File: src/rtl/tpu_pkg.sv
// Shared TPU definitions: datapath width and the activation write-back FSM states.
package tpu_pkg;

  localparam int DATA_W = 16;

  typedef enum logic [1:0] {
    IDLE,
    RUN,
    DRAIN,
    DONE
  } wb_state_t;

endpackage

File: src/rtl/act_writeback_fifo.sv
// Show-ahead synchronous FIFO: the head entry is visible on head_data without a read strobe.
module sync_fifo #(
  parameter int WIDTH = 16,
  parameter int DEPTH = 8
) (
  input  logic                     clk,
  input  logic                     rst,
  input  logic                     push,
  input  logic [WIDTH-1:0]         push_data,
  input  logic                     pop,
  output logic [WIDTH-1:0]         head_data,
  output logic                     full,
  output logic                     empty,
  output logic [$clog2(DEPTH):0]   level
);

  localparam int PTR_W = $clog2(DEPTH);
  localparam int LVL_W = PTR_W + 1;

  logic [WIDTH-1:0] mem_q [DEPTH];
  logic [WIDTH-1:0] mem_d [DEPTH];
  logic [PTR_W-1:0] wr_ptr_q, wr_ptr_d, rd_ptr_q, rd_ptr_d;
  logic [LVL_W-1:0] level_q, level_d;
  logic             push_ok, pop_ok;

  assign full      = (level_q == LVL_W'(DEPTH));
  assign empty     = (level_q == '0);
  assign level     = level_q;
  assign head_data = mem_q[rd_ptr_q];

  // A push into a full FIFO is only legal when the head leaves in the same cycle.
  assign push_ok = push && (!full || pop);
  assign pop_ok  = pop && !empty;

  always_comb begin
    mem_d    = mem_q;
    wr_ptr_d = wr_ptr_q;
    rd_ptr_d = rd_ptr_q;
    level_d  = level_q;
    if (push_ok) begin
      mem_d[wr_ptr_q] = push_data;
      wr_ptr_d        = wr_ptr_q + PTR_W'(1);
    end
    if (pop_ok) begin
      rd_ptr_d = rd_ptr_q + PTR_W'(1);
    end
    if (push_ok && !pop_ok) begin
      level_d = level_q + LVL_W'(1);
    end else if (!push_ok && pop_ok) begin
      level_d = level_q - LVL_W'(1);
    end
  end

  // Storage is cleared on reset so the head reads as zero until the first push.
  always_ff @(posedge clk) begin
    if (rst) begin
      mem_q    <= '{default: '0};
      wr_ptr_q <= '0;
      rd_ptr_q <= '0;
      level_q  <= '0;
    end else begin
      mem_q    <= mem_d;
      wr_ptr_q <= wr_ptr_d;
      rd_ptr_q <= rd_ptr_d;
      level_q  <= level_d;
    end
  end

endmodule

File: src/rtl/act_writeback.sv
// Buffers unstallable leaky-ReLU outputs and writes them to the unified buffer
// at auto-incrementing addresses, pulsing done once the armed count is written.
module act_writeback #(
  parameter int DATA_W = tpu_pkg::DATA_W,
  parameter int DEPTH  = 8,
  parameter int ADDR_W = 8
) (
  input  logic                      clk,
  input  logic                      rst,
  input  logic                      cfg_start,
  input  logic [ADDR_W-1:0]         cfg_base_addr,
  input  logic [ADDR_W-1:0]         cfg_count,
  input  logic                      act_valid_in,
  input  logic signed [DATA_W-1:0]  act_in,
  output logic                      ub_wr_en,
  output logic [ADDR_W-1:0]         ub_wr_addr,
  output logic [DATA_W-1:0]         ub_wr_data,
  input  logic                      ub_wr_ready,
  output logic                      busy,
  output logic                      done,
  output logic                      overflow,
  output logic [$clog2(DEPTH):0]    fifo_level
);

  import tpu_pkg::*;

  localparam int LVL_W = $clog2(DEPTH) + 1;

  wb_state_t         state_q, state_d;
  logic [ADDR_W-1:0] addr_q, addr_d;
  logic [ADDR_W-1:0] accept_cnt_q, accept_cnt_d;
  logic [ADDR_W-1:0] count_q, count_d;
  logic              overflow_q, overflow_d;
  logic              active, fifo_push, fifo_pop, fifo_full, fifo_empty;
  logic [DATA_W-1:0] fifo_head;

  sync_fifo #(
    .WIDTH (DATA_W),
    .DEPTH (DEPTH)
  ) u_fifo (
    .clk       (clk),
    .rst       (rst),
    .push      (fifo_push),
    .push_data (act_in),
    .pop       (fifo_pop),
    .head_data (fifo_head),
    .full      (fifo_full),
    .empty     (fifo_empty),
    .level     (fifo_level)
  );

  assign active     = (state_q == RUN) || (state_q == DRAIN);
  assign ub_wr_en   = active && !fifo_empty;
  assign ub_wr_addr = addr_q;
  assign ub_wr_data = fifo_head;
  assign busy       = active;
  assign done       = (state_q == DONE);
  assign overflow   = overflow_q;
  assign fifo_pop   = ub_wr_en && ub_wr_ready;
  assign fifo_push  = (state_q == RUN) && act_valid_in && (!fifo_full || fifo_pop);

  always_comb begin
    state_d      = state_q;
    addr_d       = addr_q;
    accept_cnt_d = accept_cnt_q;
    count_d      = count_q;
    overflow_d   = overflow_q;
    if (fifo_pop) begin
      addr_d = addr_q + ADDR_W'(1);
    end
    case (state_q)
      IDLE: begin
        if (cfg_start) begin
          count_d      = cfg_count;
          addr_d       = cfg_base_addr;
          accept_cnt_d = '0;
          overflow_d   = 1'b0;
          state_d      = (cfg_count == '0) ? DONE : RUN;
        end
      end
      RUN: begin
        // Dropped samples still count, so a lossy burst cannot stall completion.
        if (act_valid_in) begin
          accept_cnt_d = accept_cnt_q + ADDR_W'(1);
          if (fifo_full && !fifo_pop) begin
            overflow_d = 1'b1;
          end
          if (accept_cnt_d == count_q) begin
            state_d = DRAIN;
          end
        end
      end
      DRAIN: begin
        if (fifo_empty || (fifo_level == LVL_W'(1) && fifo_pop)) begin
          state_d = DONE;
        end
      end
      DONE: begin
        state_d = IDLE;
      end
      default: begin
        state_d = IDLE;
      end
    endcase
  end

  always_ff @(posedge clk) begin
    if (rst) begin
      state_q      <= IDLE;
      addr_q       <= '0;
      accept_cnt_q <= '0;
      count_q      <= '0;
      overflow_q   <= 1'b0;
    end else begin
      state_q      <= state_d;
      addr_q       <= addr_d;
      accept_cnt_q <= accept_cnt_d;
      count_q      <= count_d;
      overflow_q   <= overflow_d;
    end
  end

endmodule

File: config.mk
export PLATFORM = sky130hd
export DESIGN_NAME = act_writeback
export DESIGN_NICKNAME = d
export VERILOG_FILES = /design/src/rtl/tpu_pkg.sv /design/src/rtl/act_writeback_fifo.sv /design/src/rtl/act_writeback.sv
export SDC_FILE = /design/constraint.sdc
export NUM_CORES = 1
export LEC_CHECK = 0
export BUFFER_PORTS_ARGS = -buffer_cell sky130_fd_sc_hd__clkbuf_2
export CAP_MARGIN = 25
export CORE_ASPECT_RATIO = 0.9
export CORE_UTILIZATION = 59
export CTS_CLUSTER_DIAMETER = 80
export CTS_CLUSTER_SIZE = 40
export DETAILED_ROUTE_END_ITERATION = 8
export HOLD_SLACK_MARGIN = 0.12
export PLACE_DENSITY = 0.79
export SYNTH_ARGS = -nofsm -noshare
export SYNTH_HDL_FRONTEND = slang
export SYNTH_SLANG_ARGS = --single-unit
File: constraint.sdc
create_clock -name clk -period 2.9 [get_ports clk]
set_input_delay 0.435 -clock clk [delete_from_list [all_inputs] [get_ports clk]]
set_output_delay 0.435 -clock clk [all_outputs]
set_load 0.01 [all_outputs]
Yosys cells after proc, flatten, opt, wreduce, memory -nomap -nowiden
Cells that the tools add are included.
{"block": "totals", "register_bits": 165, "in_bits": 37, "wordCells": 90}
{"block": "op_classes", "addsub": 6, "order_cmp": 3, "eq_ne": 11, "n_mux": 24, "bitwise_logic": 2, "reduce_logical": 28}
{"operator": "$bwmux 128", "n": 1}
{"operator": "$bmux 16 s3", "n": 1}
{"operator": "$demux 16 s3", "n": 1}
{"operator": "$mux 16", "n": 3}
{"operator": "$mux 8", "n": 5}
{"operator": "$add 8x1->8 const B", "n": 2}
{"operator": "$pmux 8 s2", "n": 1}
{"operator": "$logic_and 1x1->1", "n": 11}
{"operator": "$mux 2", "n": 5}
{"operator": "$eq 8x8->1", "n": 1}
{"operator": "$ge 4x4->1 const B", "n": 2}
{"operator": "$logic_not 8->1", "n": 1}
{"operator": "$mux 4", "n": 2}
{"operator": "$not 3->4", "n": 2}
{"operator": "$pmux 2 s4", "n": 1}
{"operator": "$reduce_and 4->1", "n": 2}
{"operator": "$add 3x1->3 const B", "n": 2}
{"operator": "$ne 2x1->1 const B", "n": 3}
{"operator": "$logic_not 1->1", "n": 5}
{"operator": "$add 4x1->4 const B", "n": 1}
{"operator": "$eq 2x2->1 const B", "n": 2}
{"operator": "$eq 4x1->1 const B", "n": 1}
{"operator": "$eq 4x4->1 const B", "n": 1}
{"operator": "$logic_not 4->1", "n": 1}
{"operator": "other kinds (11)", "n": 17}

Longest topological paths before layout
{"block": "depth", "word_depth": 11, "mapped_depth": 12, "depth_no_buf": 11}

By module
From an unflattened synthesis, not the netlist that was laid out.
{"block": "unflattened", "hier_cells": 780, "hier_area_um2": 7868.8}
{"mod": "sync_fifo", "n_inst": 1, "cells_each": 574, "area_each_um2": 6238.5, "seq_area_each_um2": 2762.6}
{"mod": "act_writeback", "n_inst": 1, "cells_each": 206, "area_each_um2": 1630.3, "seq_area_each_um2": 540.5}

Worst setup path before layout
OpenSTA, ideal clock, no wires.
{"block": "synth_path", "kind": "flip-flop to flip-flop", "from": "register u_fifo.level_q[0], in the netlist u_fifo.level[0]", "to": "register u_fifo.level_q[3], in the netlist u_fifo.level[3]", "setup_time_ps": 128, "arrival_time_ps": 2426, "setup_slack_ps": 346, "path_stages_with_launch": 11, "n_path_buf": 0, "period_less_slack_ps": 2554, "cell_sequence": "dfxtp_1 > inv_1 > ha_1 > nor3b_1 > nor2_1 > inv_1 > ha_1 > or4_1 > a21oi_1 > xnor2_1 > nor2_1"}
{"block": "synth_between", "elab_chain_cells": 10, "elab_cells_between_ends": 19}
{"item": "start, declared", "line_no": "act_writeback_fifo.sv:23", "rtl": "logic [LVL_W-1:0] level_q, level_d;"}
{"item": "start signal, assigned", "line_no": "act_writeback_fifo.sv:65", "rtl": "level_q <= level_d;"}
{"item": "$logic_not 4->1", "line_no": "act_writeback_fifo.sv:27", "rtl": "assign empty = (level_q == '0);"}
{"item": "$logic_not 1->1", "line_no": "act_writeback_fifo.sv:33, act_writeback.sv:53"}
{"item": "$logic_and 1x1->1", "line_no": "act_writeback.sv:53", "rtl": "assign ub_wr_en = active && !fifo_empty;"}
{"item": "$logic_and 1x1->1", "line_no": "act_writeback.sv:59", "rtl": "assign fifo_pop = ub_wr_en && ub_wr_ready;"}
{"item": "$logic_or 1x1->1", "line_no": "act_writeback_fifo.sv:32, act_writeback.sv:60"}
{"item": "$logic_and 1x1->1", "line_no": "act_writeback.sv:60", "rtl": "assign fifo_push = (state_q == RUN) && act_valid_in && (!fifo_full || fifo_pop);"}
{"item": "$logic_and 1x1->1", "line_no": "act_writeback_fifo.sv:32", "rtl": "assign push_ok = push && (!full || pop);"}
{"item": "$logic_not 1->1", "line_no": "act_writeback_fifo.sv:49", "rtl": "end else if (!push_ok && pop_ok) begin"}
{"item": "$logic_and 1x1->1", "line_no": "act_writeback_fifo.sv:49"}
{"item": "$reduce_bool 2->1 (no source line)"}
Parallel ways exist; a longest one is shown, timed or not. The select of a mux whose other input is x is not followed.
A chain may end at the register's enable or synchronous reset.

Final worst setup path
{"block": "layout_path", "from": "register accept_cnt_q[0]", "to": "register state_q[1]"}
{"block": "layout_between", "elab_chain_cells": 4}
{"item": "start, declared", "line_no": "act_writeback.sv:31", "rtl": "logic [ADDR_W-1:0] accept_cnt_q, accept_cnt_d;"}
{"item": "start signal, assigned", "line_no": "act_writeback.sv:117", "rtl": "accept_cnt_q <= accept_cnt_d;"}
{"item": "$add 8x1->8", "line_no": "act_writeback.sv:84", "rtl": "accept_cnt_d = accept_cnt_q + ADDR_W'(1);"}
{"item": "$eq 8x8->1", "line_no": "act_writeback.sv:88", "rtl": "if (accept_cnt_d == count_q) begin"}
{"item": "$ne 2x1->1 (no source line)"}
{"item": "$reduce_and 4->1 (no source line)"}
{"item": "end signal, assigned", "line_no": "act_writeback.sv:115", "rtl": "state_q <= state_d;"}
{"item": "end, declared", "line_no": "act_writeback.sv:29", "rtl": "wb_state_t state_q, state_d;"}
No other way between the ends.

==> impl_metrics.csv <==
group,metric,value,unit
drt,wl_per_cell,17.4,um
floorplan,die_h,109,um
setup_path,worst_setup_path_start_kind,"flip-flop",
job,max-cap-violations,0,
grt,overall_fraction_of_global_route_tracks_in_use,0.274,
drt,route.antenna.remaining_nets,0,
timing,post-route-min-period,2670,ps
placement,numPortBuffers,68,
drt,topRoutingLayerUsed,"met4",
clocking,cts.clk_slew.worst_paths,60,ps
timing,rsz_0062_raised_after_global_routing,"false",
pwr,power_frac_seq,0.414,
yosys,syn-cell-area,7570,sq um
setup_path,reg2reg_to,"state_q[1]",
finish,antenna_diode_count,0,
drt,drt_drc_violations_left,0,
timing,slew-limit-headroom,0.464,
finish,register_area,3300,sq um
pwr,switching_share,0.303,
yosys,synth_edf_count,0,
run_status,run_status,"finished, final reports clean",
pwr,share_clk_of_total_power,0.356,
yosys,yosysUniqueCellTypes,46,
setup_path,crit_required,3250,ps
pwr,pwr_density_cell,716,nW/um^2
pwr,pwr-share-comb,0.230,
worst_hold_path,min-delay-start,"cfg_count[6]",
finish,fill_cells,892,
timing,drv_slew,0,
setup_path,regToRegSetupSlack,230,ps
floorplan,floorplan.rows,38,
setup_path,critPathTopFamily,"compound AO/OA/AOI/OAI gates",
setup_path,worstSetupEndpointType,"flip-flop",
finish,total_number_of_nets_in_the_final_design,870,
drt,drtIter0Drc,413,
yosys,synth_cells,787,
floorplan,initial_cell_density_of_the_core,0.617,
yosys,yosys-top-cells-area,"sky130_fd_sc_hd__dfxtp_1 44%, sky130_fd_sc_hd__mux2i_1 13%, sky130_fd_sc_hd__mux4_2 9.5%",
drt,drt-met1-wl,7.54,mm
yosys,yosys.cell_count.top_type,"sky130_fd_sc_hd__dfxtp_1",
timing,hold_violations,0,
timing,max_freq,0.375,GHz
setup_path,buffering_stage_count_on_the_worst_path_with_inverters_included,0,
yosys,count_of_synthesis_stage_warnings_from_yosys,0,
timing,tightestPinTransition,802,ps
floorplan,total_core_area,12300,sq um
pwr,intPower,0.00428,W
yosys,synth_top_area_share,0.437,
setup_path,crit_arrival,3010,ps
floorplan,io_pins,69,
grt,grt_antenna_before_repair,0,
grt,grt_start_max_net_pins,108,
floorplan,die_width,121,um
setup_path,crit_path_max_fanout,11,
pwr,vdd.ir_drop.worst,0.559,mV
clocking,cts_inserted_buffers,17,
drt,via_density_per_instance,5.81,
placement,hpwlAfterDp,10.9,mm
drt,route.met3.wl,846,um
clocking,post_cts.repair.setup_buffers,0,
clocking,clock_path_buffers,2,
timing,final_setup_violation_count,0,
finish,flow.area_growth_from_synthesis,13.3,%
worst_hold_path,min-delay-path-class,"in2reg",
setup_path,critical_path.slowest_cell,"sky130_fd_sc_hd__or4_1",
yosys,synth-main-ff-cell,"sky130_fd_sc_hd__dfxtp_1",
timing,timing.hold.ws,229,ps
placement,gpl.final_weighted_congestion,0.780,
yosys,synth_area_per_cell,9.62,sq um
clocking,clk-insertion-delay-late,430,ps
setup_path,regToRegStartpoint,"accept_cnt_q[0]",
timing,final_min_period_over_clock_period,0.919,
clocking,cts.sinks,165,
grt,grt_overflow,0,
timing,finalClockSkew,7.11,ps
yosys,synth-seq-area-share,0.437,
finish,drive_above_1_share,0.208,
timing,timing.setup.tns,0,ps
grt,grt_first_pass_wirelength,27.7,mm
yosys,netlist.top_cell.by_area,"sky130_fd_sc_hd__dfxtp_1",
pwr,power.net_switching,0.00186,W
placement,pre_cts_ws,272,ps
yosys,synth.ff_latch_count,165,
finish,multi_input_gate_area_in_the_final_layout,3970,sq um
worst_hold_path,hold_end,"count_q[6]",
pwr,leak_pwr,3.36,nW
setup_path,critical_path.cell_chain,"ha_1 -> and2_1 -> a211o_1 -> a31oi_1 -> or4_1 -> a2111o_1 -> a221oi_2",
drt,met2RoutedLength,8.63,mm
yosys,synth_commonest_cells,"165 x sky130_fd_sc_hd__dfxtp_1, 132 x sky130_fd_sc_hd__nor2_1, 100 x sky130_fd_sc_hd__mux2i_1",
drt,detailroute.via_count,5765,
yosys,synth_nets,837,
yosys,async_reset_ff_frac,0,
clocking,htreeDepth,4,
floorplan,total_die_area,13300,sq um
drt,wirelength,17.3,mm
setup_path,timing.critical_path.slowest_cell_delay,580,ps
setup_path,r2r.worst_path.cells,7,
clocking,root_buffer,"sky130_fd_sc_hd__clkbuf_16",
setup_path,criticalPathCategory,"reg2reg",
grt,via_count_of_the_first_global_routing_pass,5676,
drt,dr.pass1.iters,5,
clocking,cts_tree,"yes",
clocking,cts_hold_buf,0,
timing,finalWorstSetupSlack,235,ps
clocking,post_cts_resized,0,
worst_hold_path,min_delay_path_depth,3,
## cell usage in the layout (no fill, tap or decap), drive strengths merged, types with 2 or more instances in the layout
master and instances:
clkbuf 88, a211o 2, nand4 4, clkinvlp 3, mux2i 100, dfxtp 165
inv 12, a31oi 2, a221oi 2, or4 2, and4 3, xor2 11
nand2b 2, clkinv 4, xnor2 12, buf 17, nand3 8, ha 13
a211oi 12, nor3 6, mux4 32, nor2b 2, or3 3, mux2 16
a21o 3, nor4 3, nand4b 3, o21ai 9, nor2 132, a21oi 55
nand2 92, nor4b 2, and2 4
## routing by layer
| layer | global-route usage | vias to the layer above |
|---|---|---|
| met2 | 0.468 | 130 |
| met4 | 0.108 | 0 |
| met1 | 0.331 | 2838 |
| li1 | - | 2773 |
| met5 | 0 | - |
| met3 | 0.0731 | 24 |
## power groups by stage
stage               clock network [W]  logic [W]  registers [W]
floorplan                           0    0.00102        0.00257
global placement                    0    0.00135        0.00257
detailed placement                  0    0.00140        0.00259
CTS                           0.00221    0.00141        0.00254
global route                  0.00231    0.00154        0.00256
finish                        0.00218    0.00141        0.00254
## worst max path at each step
stage / startpoint / end / cells past startpoint
final: accept_cnt_q[0] / state_q[1] / 7
after global routing: accept_cnt_q[0] / state_q[1] / 7
after CTS: accept_cnt_q[0] / state_q[1] / 7
after detailed placement: accept_cnt_q[0] / state_q[1] / 7
after global placement: accept_cnt_q[0] / state_q[1] / 7
after floorplan: u_fifo.level[0] / u_fifo.level[3] / 10
## registers in the layout (all words and copies together), names as in the netlist
signal / cells
u_fifo.level: 4
u_fifo.mem_q: 128
u_fifo.rd_ptr_q: 3
u_fifo.wr_ptr_q: 3
ub_wr_addr: 8
state_q: 2
overflow: 1
count_q: 8
accept_cnt_q: 8
## final cells by class
class,count,area share
multi-input combinational,542,0.463
clock buffer,21,0.0560
sequential,165,0.385
inverter,10,0.00438
timing repair buffer,84,0.0569
tap,160,0.0233
clock inverter,10,0.0114
## worst min-delay path: stages
cell and delay (ps):
sky130_fd_sc_hd__clkbuf_2 90, sky130_fd_sc_hd__nand2_1 50, sky130_fd_sc_hd__a21oi_1 50
## logic make-up (layout without fill, tap and decap cells)
group	Yosys count	count (layout)	share of synthesized area
AND/OR/NAND/NOR	269	269	0.153
flip-flops	165	165	0.437
multiplexers	148	148	0.251
AO/OA/AOI/OAI	89	89	0.0691
buffers and inverters	80	125	0.0418
XOR/XNOR	23	23	0.0266
adder cells (fa/ha/maj)	13	13	0.0215
## per-stage QoR
stage / util / area (sq um) / total power (W) / std cells
5_1_grt: 0.699 / 8570 / 0.00641 / 992
4_1_cts: 0.699 / 8570 / 0.00617 / 992
6_report: 0.699 / 8570 / 0.00614 / 992
3_5_place_dp: 0.652 / 8000 / 0.00399 / 961
3_3_place_gp: 0.652 / 8000 / 0.00393 / 961
2_1_floorplan: - / 7570 / 0.00359 / 787
No activity file was read; power rests on OpenSTA's default activity.
